<file path="src/rtl/seq_detect_param.sv">
// Serial pattern detector with a runtime-loadable pattern, overlap/non-overlap
// modes and a saturating match counter.
module seq_detect_param #(
    parameter int unsigned     N       = 4,
    parameter logic [N-1:0]    PATTERN = N'(4'b1101),
    parameter int unsigned     CNT_W   = 8
) (
    input  logic             clk,
    input  logic             rst,
    input  logic             data,
    input  logic             in_valid,
    input  logic             overlap,
    input  logic             pat_load,
    input  logic [N-1:0]     pat_in,
    input  logic             clr_cnt,
    output logic             res,
    output logic [CNT_W-1:0] match_cnt
);

    localparam int unsigned FILL_W = $clog2(N + 1);
    localparam logic [CNT_W-1:0] CNT_MAX = '1;
    localparam logic [FILL_W-1:0] FILL_FULL = FILL_W'(N);
    localparam logic [FILL_W-1:0] FILL_ARM  = FILL_W'(N - 1);

    logic [N-1:0]      pat_q,  pat_d;
    logic [N-1:0]      hist_q, hist_d;
    logic [FILL_W-1:0] fill_q, fill_d;
    logic              res_q,  res_d;
    logic [CNT_W-1:0]  cnt_q,  cnt_d;

    logic [N-1:0]      win_c;
    logic              hit_c;

    // Candidate window including the incoming bit, and the qualified hit.
    always_comb begin
        win_c = {hist_q[N-2:0], data};
        hit_c = in_valid && !pat_load && (win_c == pat_q) && (fill_q >= FILL_ARM);
    end

    // Next-state: pattern load wins over sampling; clear wins over increment.
    always_comb begin
        pat_d  = pat_q;
        hist_d = hist_q;
        fill_d = fill_q;
        res_d  = 1'b0;
        cnt_d  = cnt_q;

        if (pat_load) begin
            pat_d  = pat_in;
            hist_d = '0;
            fill_d = '0;
        end else if (in_valid) begin
            res_d = hit_c;
            if (hit_c && !overlap) begin
                hist_d = '0;
                fill_d = '0;
            end else begin
                hist_d = win_c;
                fill_d = (fill_q == FILL_FULL) ? fill_q : fill_q + FILL_W'(1);
            end
            if (hit_c && (cnt_q != CNT_MAX)) begin
                cnt_d = cnt_q + CNT_W'(1);
            end
        end

        if (clr_cnt) begin
            cnt_d = '0;
        end
    end

    // State registers with asynchronous active-low reset.
    always_ff @(posedge clk or negedge rst) begin
        if (!rst) begin
            pat_q  <= PATTERN;
            hist_q <= '0;
            fill_q <= '0;
            res_q  <= 1'b0;
            cnt_q  <= '0;
        end else begin
            pat_q  <= pat_d;
            hist_q <= hist_d;
            fill_q <= fill_d;
            res_q  <= res_d;
            cnt_q  <= cnt_d;
        end
    end

    assign res       = res_q;
    assign match_cnt = cnt_q;

endmodule
</file>
<file path="config.mk">
export PLATFORM = sky130hd
export DESIGN_NAME = seq_detect_param
export DESIGN_NICKNAME = d
export VERILOG_FILES = /design/src/rtl/seq_detect_param.sv
export SDC_FILE = /design/constraint.sdc
export NUM_CORES = 1
export LEC_CHECK = 0
export BUFFER_PORTS_ARGS = -buffer_cell sky130_fd_sc_hd__clkbuf_2
export CORE_ASPECT_RATIO = 1.1
export CORE_MARGIN = 3
export CORE_UTILIZATION = 48
export CTS_CLUSTER_DIAMETER = 80
export DETAILED_ROUTE_END_ITERATION = 8
export GPL_ROUTABILITY_DRIVEN = 1
export PLACE_DENSITY = 0.8
export SYNTH_ARGS = -nofsm -noshare
export SYNTH_HDL_FRONTEND = slang
export SYNTH_SLANG_ARGS = --single-unit
</file>
<file path="constraint.sdc">
create_clock -name clk -period 1.8 [get_ports clk]
set_clock_uncertainty 0.15 [all_clocks]
set_input_delay 0.36 -clock clk [delete_from_list [all_inputs] [get_ports clk]]
set_output_delay 0.36 -clock clk [all_outputs]
set_load 0.1 [all_outputs]
</file>
-- Yosys cells after proc, flatten, opt, wreduce, memory -nomap -nowiden
Cells that the tools add are included.
- bits in registers: 19
- bits of input ports: 11
- output and inout port bits: 9
- logic and storage cells: 38
- $add $sub $neg: 2
- order comparisons: 1
- equal/unequal tests: 5
- muxes and demuxes: 13
- reduce and logical (&&, ||, !) cells: 12
- operators with widths (operator ; number):
    $mux 8 ; 4
    $mux 3 ; 7
    $add 8x1->8 const B ; 1
    $ne 8x8->1 const B ; 1
    $reduce_bool 2->1 ; 3
    $logic_and 1x1->1 ; 5
    $eq 4x4->1 ; 1
    $add 3x1->3 const B ; 1
    $eq 3x3->1 const B ; 1
    $ge 3x2->1 const B ; 1
    $ne 3x3->1 const B ; 1
    $reduce_and 3->1 ; 1
    $logic_not 1->1 ; 2
    $mux 1 ; 2
    $ne 2x1->1 const B ; 1
    $reduce_and 2->1 ; 1

-- Longest topological paths before layout
Gate-level depths: netlist (run 1).
- word-level depth: 9
- depth in mapped cells: 8
- gate-level depth less buffers: 7

-- Worst setup path after synthesis (run 1)
Ideal clock, no wire load.
- kind: reg-to-reg
- start point: register cnt_q[2], in the netlist match_cnt[2]
- end point: register cnt_q[6], in the netlist match_cnt[6]
- setup time: 0.078 ns
- data arrival time: 2.017 ns
- required time: 1.572 ns
- setup slack: -0.445 ns
- stages on the path, launching flop included: 7
- buffers on the path: 1
- clock period less this slack: 2.245 ns
- path through: dfrtp_1 and4_4 and4_4 buf_6 nor4b_4 a21o_1 a21oi_1
- cells in the longest elaborated chain, start to end: 5
- elaborated cells on any way between the ends: 9
- those cells by class: add/sub (1); eq/ne (1); mux (4); reduce/logical (3)
- RTL lines (element ; RTL line ; text):
    from (decl) ; 29 ; logic [CNT_W-1:0] cnt_q, cnt_d;
    from (signal assigned) ; 84 ; cnt_q <= cnt_d;
    $add 8x1->8 ; 62 ; cnt_d = cnt_q + CNT_W'(1);
    $mux 8 ; 61 ; if (hit_c && (cnt_q != CNT_MAX)) begin
    $mux 8 ; 52 ; end else if (in_valid) begin
    $mux 8 ; 48 ; if (pat_load) begin
    $mux 8 ; 66 ; if (clr_cnt) begin
Several ways; a longest one is shown, not always the timed one. The select of a mux whose other input is x is not followed.
A chain may end at the register's enable or synchronous reset.

-- Worst setup path in the final report (run 1)
- start point: register fill_q[0]
- end point: register cnt_q[6], in the netlist match_cnt[6]
- cells in the longest elaborated chain, start to end: 5
- RTL lines (element ; RTL line ; text):
    from (decl) ; 27 ; logic [FILL_W-1:0] fill_q, fill_d;
    from (signal assigned) ; 82 ; fill_q <= fill_d;
    $ge 3x2->1 ; 37 ; hit_c = in_valid && !pat_load && (win_c == pat_q) && (fill_q >= FILL_ARM);
    $logic_and 1x1->1 ; 37 ;
    $logic_and 1x1->1 ; 61 ;
    $reduce_bool 2->1 (no source line) ; - ;
    $reduce_and 3->1 (no source line) ; - ;
Every way passes these cells.

==> results of run 1 <==
state kept, by name, summed over array words and instances (netlist names):
signal,cells
pat_q,4
match_cnt,8
hist_q,3
fill_q,3
res,1
cells in the mapped netlist, drive strengths merged, types with 2 or more instances:
| master | n |
|---|---|
| mux2 | 4 |
| o21ai | 2 |
| nor4b | 2 |
| nand3 | 5 |
| buf | 3 |
| clkbuf | 2 |
| dfrtp | 16 |
| nand4 | 4 |
| nor2 | 13 |
| xnor2 | 10 |
| inv | 5 |
| ha | 4 |
| and4 | 2 |
| dfstp | 3 |
| nor2b | 4 |
| nand2 | 3 |
| nor4 | 4 |
| a31oi | 4 |
repair_timing:
action | CTS | global route
hold endpoints to repair | 16 | 0
buffers inserted | 0 | 1
hold buffers | 1 | 0
pin swaps | 0 | 7
setup endpoints to repair | 11 | 14
resized for setup | 1 | 4
how the worst max path moves through the flow:
stage / start / endpoint / slack, ns
6_report: fill_q[0]$_DFFE_PN0P_ / match_cnt[6]$_DFFE_PN0P_ / -0.07
5_1_grt: fill_q[1]$_DFFE_PN0P_ / match_cnt[6]$_DFFE_PN0P_ / -0.19
4_1_cts: fill_q[0]$_DFFE_PN0P_ / match_cnt[6]$_DFFE_PN0P_ / -0.06
3_5_place_dp: fill_q[0]$_DFFE_PN0P_ / fill_q[1]$_DFFE_PN0P_ / -0.08
3_3_place_gp: fill_q[0]$_DFFE_PN0P_ / fill_q[1]$_DFFE_PN0P_ / -0.05
2_1_floorplan: fill_q[0]$_DFFE_PN0P_ / hist_q[0]$_DFFE_PN0P_ / -0.11
per-stage QoR:
step	hold slack, ns	std cells	setup WS (ns)
global route	0.137	153	-0.194
finish	0.150	153	-0.0748
CTS	0.143	152	-0.0602
global placement	0.181	147	-0.0549
floorplan	-0.0856	98	-0.107
detailed placement	0.191	147	-0.0820
cells by family after synthesis:
group           Yosys count  synth area share [%]
compound gates           10                  6.01
xor+xnor                 10                  8.24
fa+ha+maj                 4                  4.71
buf+inv                  10                  4.36
flops                    19                  45.1
mux                       5                  5.18
simple gates             40                  26.4
power by group:
part / internal, mW / switching, mW
Sequential: 0.450 / 0.0135
Combinational: 0.0705 / 0.0803
Clock: 0.0860 / 0.124
area by class of cell:
class                   count  area [sq um]
fillers                   167           707
clock buffers               4          26.3
flip-flops and latches     19           504
inverters                   5          18.8
repair buffers             28           188
well taps                  28          35.0
multi-input cells          69           584
per-layer routing:
metal | global-route usage, % | vias to the layer above
met5 | 0 | -
met4 | 8.85 | 0
met3 | 4.31 | 8
met2 | 29.3 | 30
met1 | 20.4 | 419
li1 | - | 395
==> impl_metrics.toml, run 1 <==
[route]
vias_per_cell = 5.57
drtIter0Drc = 8
met1Wirelength_um = 860
routed.top_layer = "met4"
drt-total-wl_um = 2110
route.detailed.drc = 0
wl_met3_um = 121
drt_pre_antenna_iters = 4
wl_met2_um = 1070
wl_per_cell_um = 13.8
vias = 852
ant_nets = 0

[logic_synthesis]
synth-edff-count = 0
ys.flop_type = "dfrtp_1"
syn-num-nets = 113
synth-seq-cells = 19
synth_seq_area_share_pct = 45.1
synth_top_area_share_pct = 37.7
synthTopCellsByArea = "dfrtp_1 (38%), xnor2_1 (8.2%), dfstp_2 (7.4%)"
ys_types = 31
syn_area_sq_um = 1060
async_flop_share_pct = 100
yosysWarningCount = 0
syn_area_per_cell_sq_um = 10.8
yosys.area.top_type = "dfrtp_1"
postSynthCellCount = 98

[worst_setup_path]
rrSetupSlack_ns = -0.07
worst_setup_path_start_kind = "flip-flop"
worst_setup_path_end_kind = "flip-flop"
worst_path_max_delay_cell = "dfrtp_1"
cp_slowest_stage_delay_ns = 0.37
crit_top_cell = "ha_1"
crit_arrival_ns = 1.90
rr_worst_depth = 8
timing.rr.start = "fill_q[0]$_DFFE_PN0P_"
crit_required_ns = 1.83
r2r_end = "match_cnt[6]$_DFFE_PN0P_"
crit_type = "reg -> reg"
path_cells = "ha_1, ha_1, a211o_1, nand4_4, buf_12, nor4b_4, a21o_1, a21oi_2"
crit_family = "simple AND/OR/NAND/NOR gates"
cp.depth = 8
path_buf_inv = 1
crit_fanout = 7

[sta]
maxSlewHeadroom_pct = 64.1
fin_crit_sh_pct = 104
fin_ws_ns = -0.0748
hold_violations = 0
fmax_mhz = 533
fin_setup_tns_ns = -0.214
tightest_slew_ns = 0.541
rsz0062_at_grt = "yes"
setup_viol = 6
min_period_ns = 1.87
drv_slew = 0

[floorplan]
die_y_um = 55.3
core_area_sq_um = 2060
die_w_um = 50.9
initial_core_util_pct = 51.5
rows = 17
io_pins = 20
die_area_sq_um = 2810

[clock_network]
tritoncts = "built"
cts_made_buffers = 3
cts_max_level = 1
cts_root_buffer = "clkbuf_4"
clkLatencyLatePin_ns = 0.29
clkTransAtPathRegs_ns = 0.11
cts_buffer_depth = 2
cts.sinks = 19

[placement]
placed_area_sq_um = 1280
gp_congestion = 0.820
post-dp-hpwl_um = 1610
numPortBuffers = 19

[global_routing]
grt_pass1_vias = 892
grt_max_degree = 20
grt_pass1_wl_um = 3860
track_usage_pct = 17.5
antenna_found_initial = 0
grt_overflow = 0

[final_layout]
final_common_cell = "clkbuf_2"
layout_common_cells = "clkbuf_2 (15), nor2_1 (13), buf_4 (11)"
drive_gt1_share_pct = 48.8
nets = 141
final_cell_area_sq_um = 1360
final_util_pct = 65.7
diodes = 0
syn_to_final_growth_pct = 27.7

[worst_hold_path]
min_path_cells = 2
hold_path_class = "in -> reg"
whs_endpoint = "pat_q[2]$_DFFE_PN1P_"
hold_start = "pat_in[2]"

[flow_run]
max-cap-violations = 0

[power_and_ir_drop]
power_mw = 0.824
ir_drop_uv = 427
power.leakage_nw = 0.550
p_per_area_nw_per_um2 = 608

[outcome]
status = "complete, but fails checks"
violations = "setup timing"
(Power assumes the default switching activity.)
==> run 2: changes to the inputs <==
- SKIP_CTS_REPAIR_TIMING: not set -> 1
==> run 2 against run 1 <==
Net effect:
- the flow still finishes with violations (setup timing)
- clock power about the same
- sequential power about the same
- critical path depth unchanged
- first-iteration DRC count unchanged
- total power decreased by 0.34%
- utilization decreased by 0.36 points
==> impl_metrics.toml, run 2 (synthesized netlist as in run 1, its figures left out) <==
[worst_setup_path]
worst_setup_path_start_kind = "flip-flop"
timing.rr.start = "fill_q[0]$_DFFE_PN0P_"
r2r_end = "match_cnt[6]$_DFFE_PN0P_"
crit_fanout = 7
worst_setup_path_end_kind = "flip-flop"
crit_required_ns = 1.83
rr_worst_depth = 8
crit_type = "reg -> reg"
rrSetupSlack_ns = -0.08
crit_arrival_ns = 1.91

[worst_hold_path]
whs_endpoint = "pat_q[2]$_DFFE_PN1P_"
hold_path_class = "in -> reg"
min_path_cells = 2
hold_start = "pat_in[2]"

[sta]
fin_crit_sh_pct = 104
setup_viol = 6
maxSlewHeadroom_pct = 64.1
fin_ws_ns = -0.0771
min_period_ns = 1.88
fin_setup_tns_ns = -0.227
rsz0062_at_grt = "yes"
drv_slew = 0
tightest_slew_ns = 0.541
hold_violations = 0
fmax_mhz = 533

[clock_network]
clkTransAtPathRegs_ns = 0.11
cts_root_buffer = "clkbuf_4"
tritoncts = "built"
cts_made_buffers = 3
cts_max_level = 1
cts_buffer_depth = 2
cts.sinks = 19
clkLatencyLatePin_ns = 0.29

[outcome]
violations = "setup timing"
status = "complete, but fails checks"

[final_layout]
nets = 140
layout_common_cells = "clkbuf_2 (15), nor2_1 (13), xnor2_1 (10), buf_4 (10), dfrtp_1 (8)"
final_common_cell = "clkbuf_2"
drive_gt1_share_pct = 48.4
largest_reg_flops = 8
syn_to_final_growth_pct = 27.0
diodes = 0
final_cell_area_sq_um = 1350

[floorplan]
die_area_sq_um = 2810
core_area_sq_um = 2060
die_w_um = 50.9
die_y_um = 55.3
rows = 17
initial_core_util_pct = 51.5
io_pins = 20

[flow_run]
max-cap-violations = 0

[route]
vias = 848
drtIter0Drc = 8
drt-total-wl_um = 2110
ant_nets = 0
vias_per_cell = 5.58
drt_pre_antenna_iters = 4
route.detailed.drc = 0
wl_per_cell_um = 13.8

[power_and_ir_drop]
p_per_area_nw_per_um2 = 609
power_mw = 0.821
power.leakage_nw = 0.544
ir_drop_uv = 427

[global_routing]
grt_pass1_vias = 895
track_usage_pct = 17.4
grt_overflow = 0
grt_max_degree = 20
antenna_found_initial = 0
grt_pass1_wl_um = 3830

[placement]
post-dp-hpwl_um = 1610
gp_congestion = 0.820
numPortBuffers = 19
placed_area_sq_um = 1280
[run 2: cell types whose count changed in the layout (fill, tap and decap cells not counted)]
cell   previous run  this run
buf_4            11        10
[run 2: cell type report]
class / instances / area (sq um)
clock buffers: 4 / 26.3
fillers: 166 / 714
inverters: 5 / 18.8
multi-input cells: 69 / 584
flip-flops and latches: 19 / 504
well taps: 28 / 35.0
repair buffers: 27 / 180
[run 2: worst max-delay path, stage by stage, from the launching register on]
cell,delay [ns]
dfrtp_1,0.37
ha_1,0.15
ha_1,0.14
a211o_1,0.13
nand4_4,0.10
buf_12,0.17
nor4b_4,0.33
a21o_1,0.17
a21oi_2,0.05
[run 2: worst max path at each step]
stage | cells after the start | endpoint | slack (ns) | startpoint
finish | 8 | match_cnt[6]$_DFFE_PN0P_ | -0.08 | fill_q[0]$_DFFE_PN0P_
global route | 8 | match_cnt[6]$_DFFE_PN0P_ | -0.20 | fill_q[1]$_DFFE_PN0P_
CTS | 7 | fill_q[1]$_DFFE_PN0P_ | -0.11 | fill_q[0]$_DFFE_PN0P_
detailed placement | 7 | fill_q[1]$_DFFE_PN0P_ | -0.08 | fill_q[0]$_DFFE_PN0P_
global placement | 7 | fill_q[1]$_DFFE_PN0P_ | -0.05 | fill_q[0]$_DFFE_PN0P_
floorplan | 8 | hist_q[0]$_DFFE_PN0P_ | -0.11 | fill_q[0]$_DFFE_PN0P_
[run 2: per-stage QoR]
step | setup WS (ns) | hold WS [ns] | utilization [%] | instances
6_report | -0.0771 | 0.150 | 65.4 | 152
4_1_cts | -0.111 | -0.129 | 63.2 | 151
5_1_grt | -0.201 | 0.137 | 65.4 | 152
3_3_place_gp | -0.0549 | 0.181 | 61.9 | 147
2_1_floorplan | -0.107 | -0.0856 | - | 98
3_5_place_dp | -0.0820 | 0.191 | 61.9 | 147
[run 2: layer usage]
layer	up-vias	routed length, um	share of wire [%]	track usage [%]
li1	393	-	-	-
met1	417	852	40	20.2
met2	30	1070	51	29.3
met3	8	121	5.7	4.04
met4	0	61	2.9	8.85
met5	-	0	0	0
[run 2: where the power goes]
group / leakage (nW) / internal, mW / total [mW] / switching (mW)
sequential: 0.235 / 0.450 / 0.463 / 0.0135
combinational: 0.294 / 0.0680 / 0.148 / 0.0797
clock: 0.0150 / 0.0860 / 0.210 / 0.124
total: 0.544 / 0.604 / 0.821 / 0.217
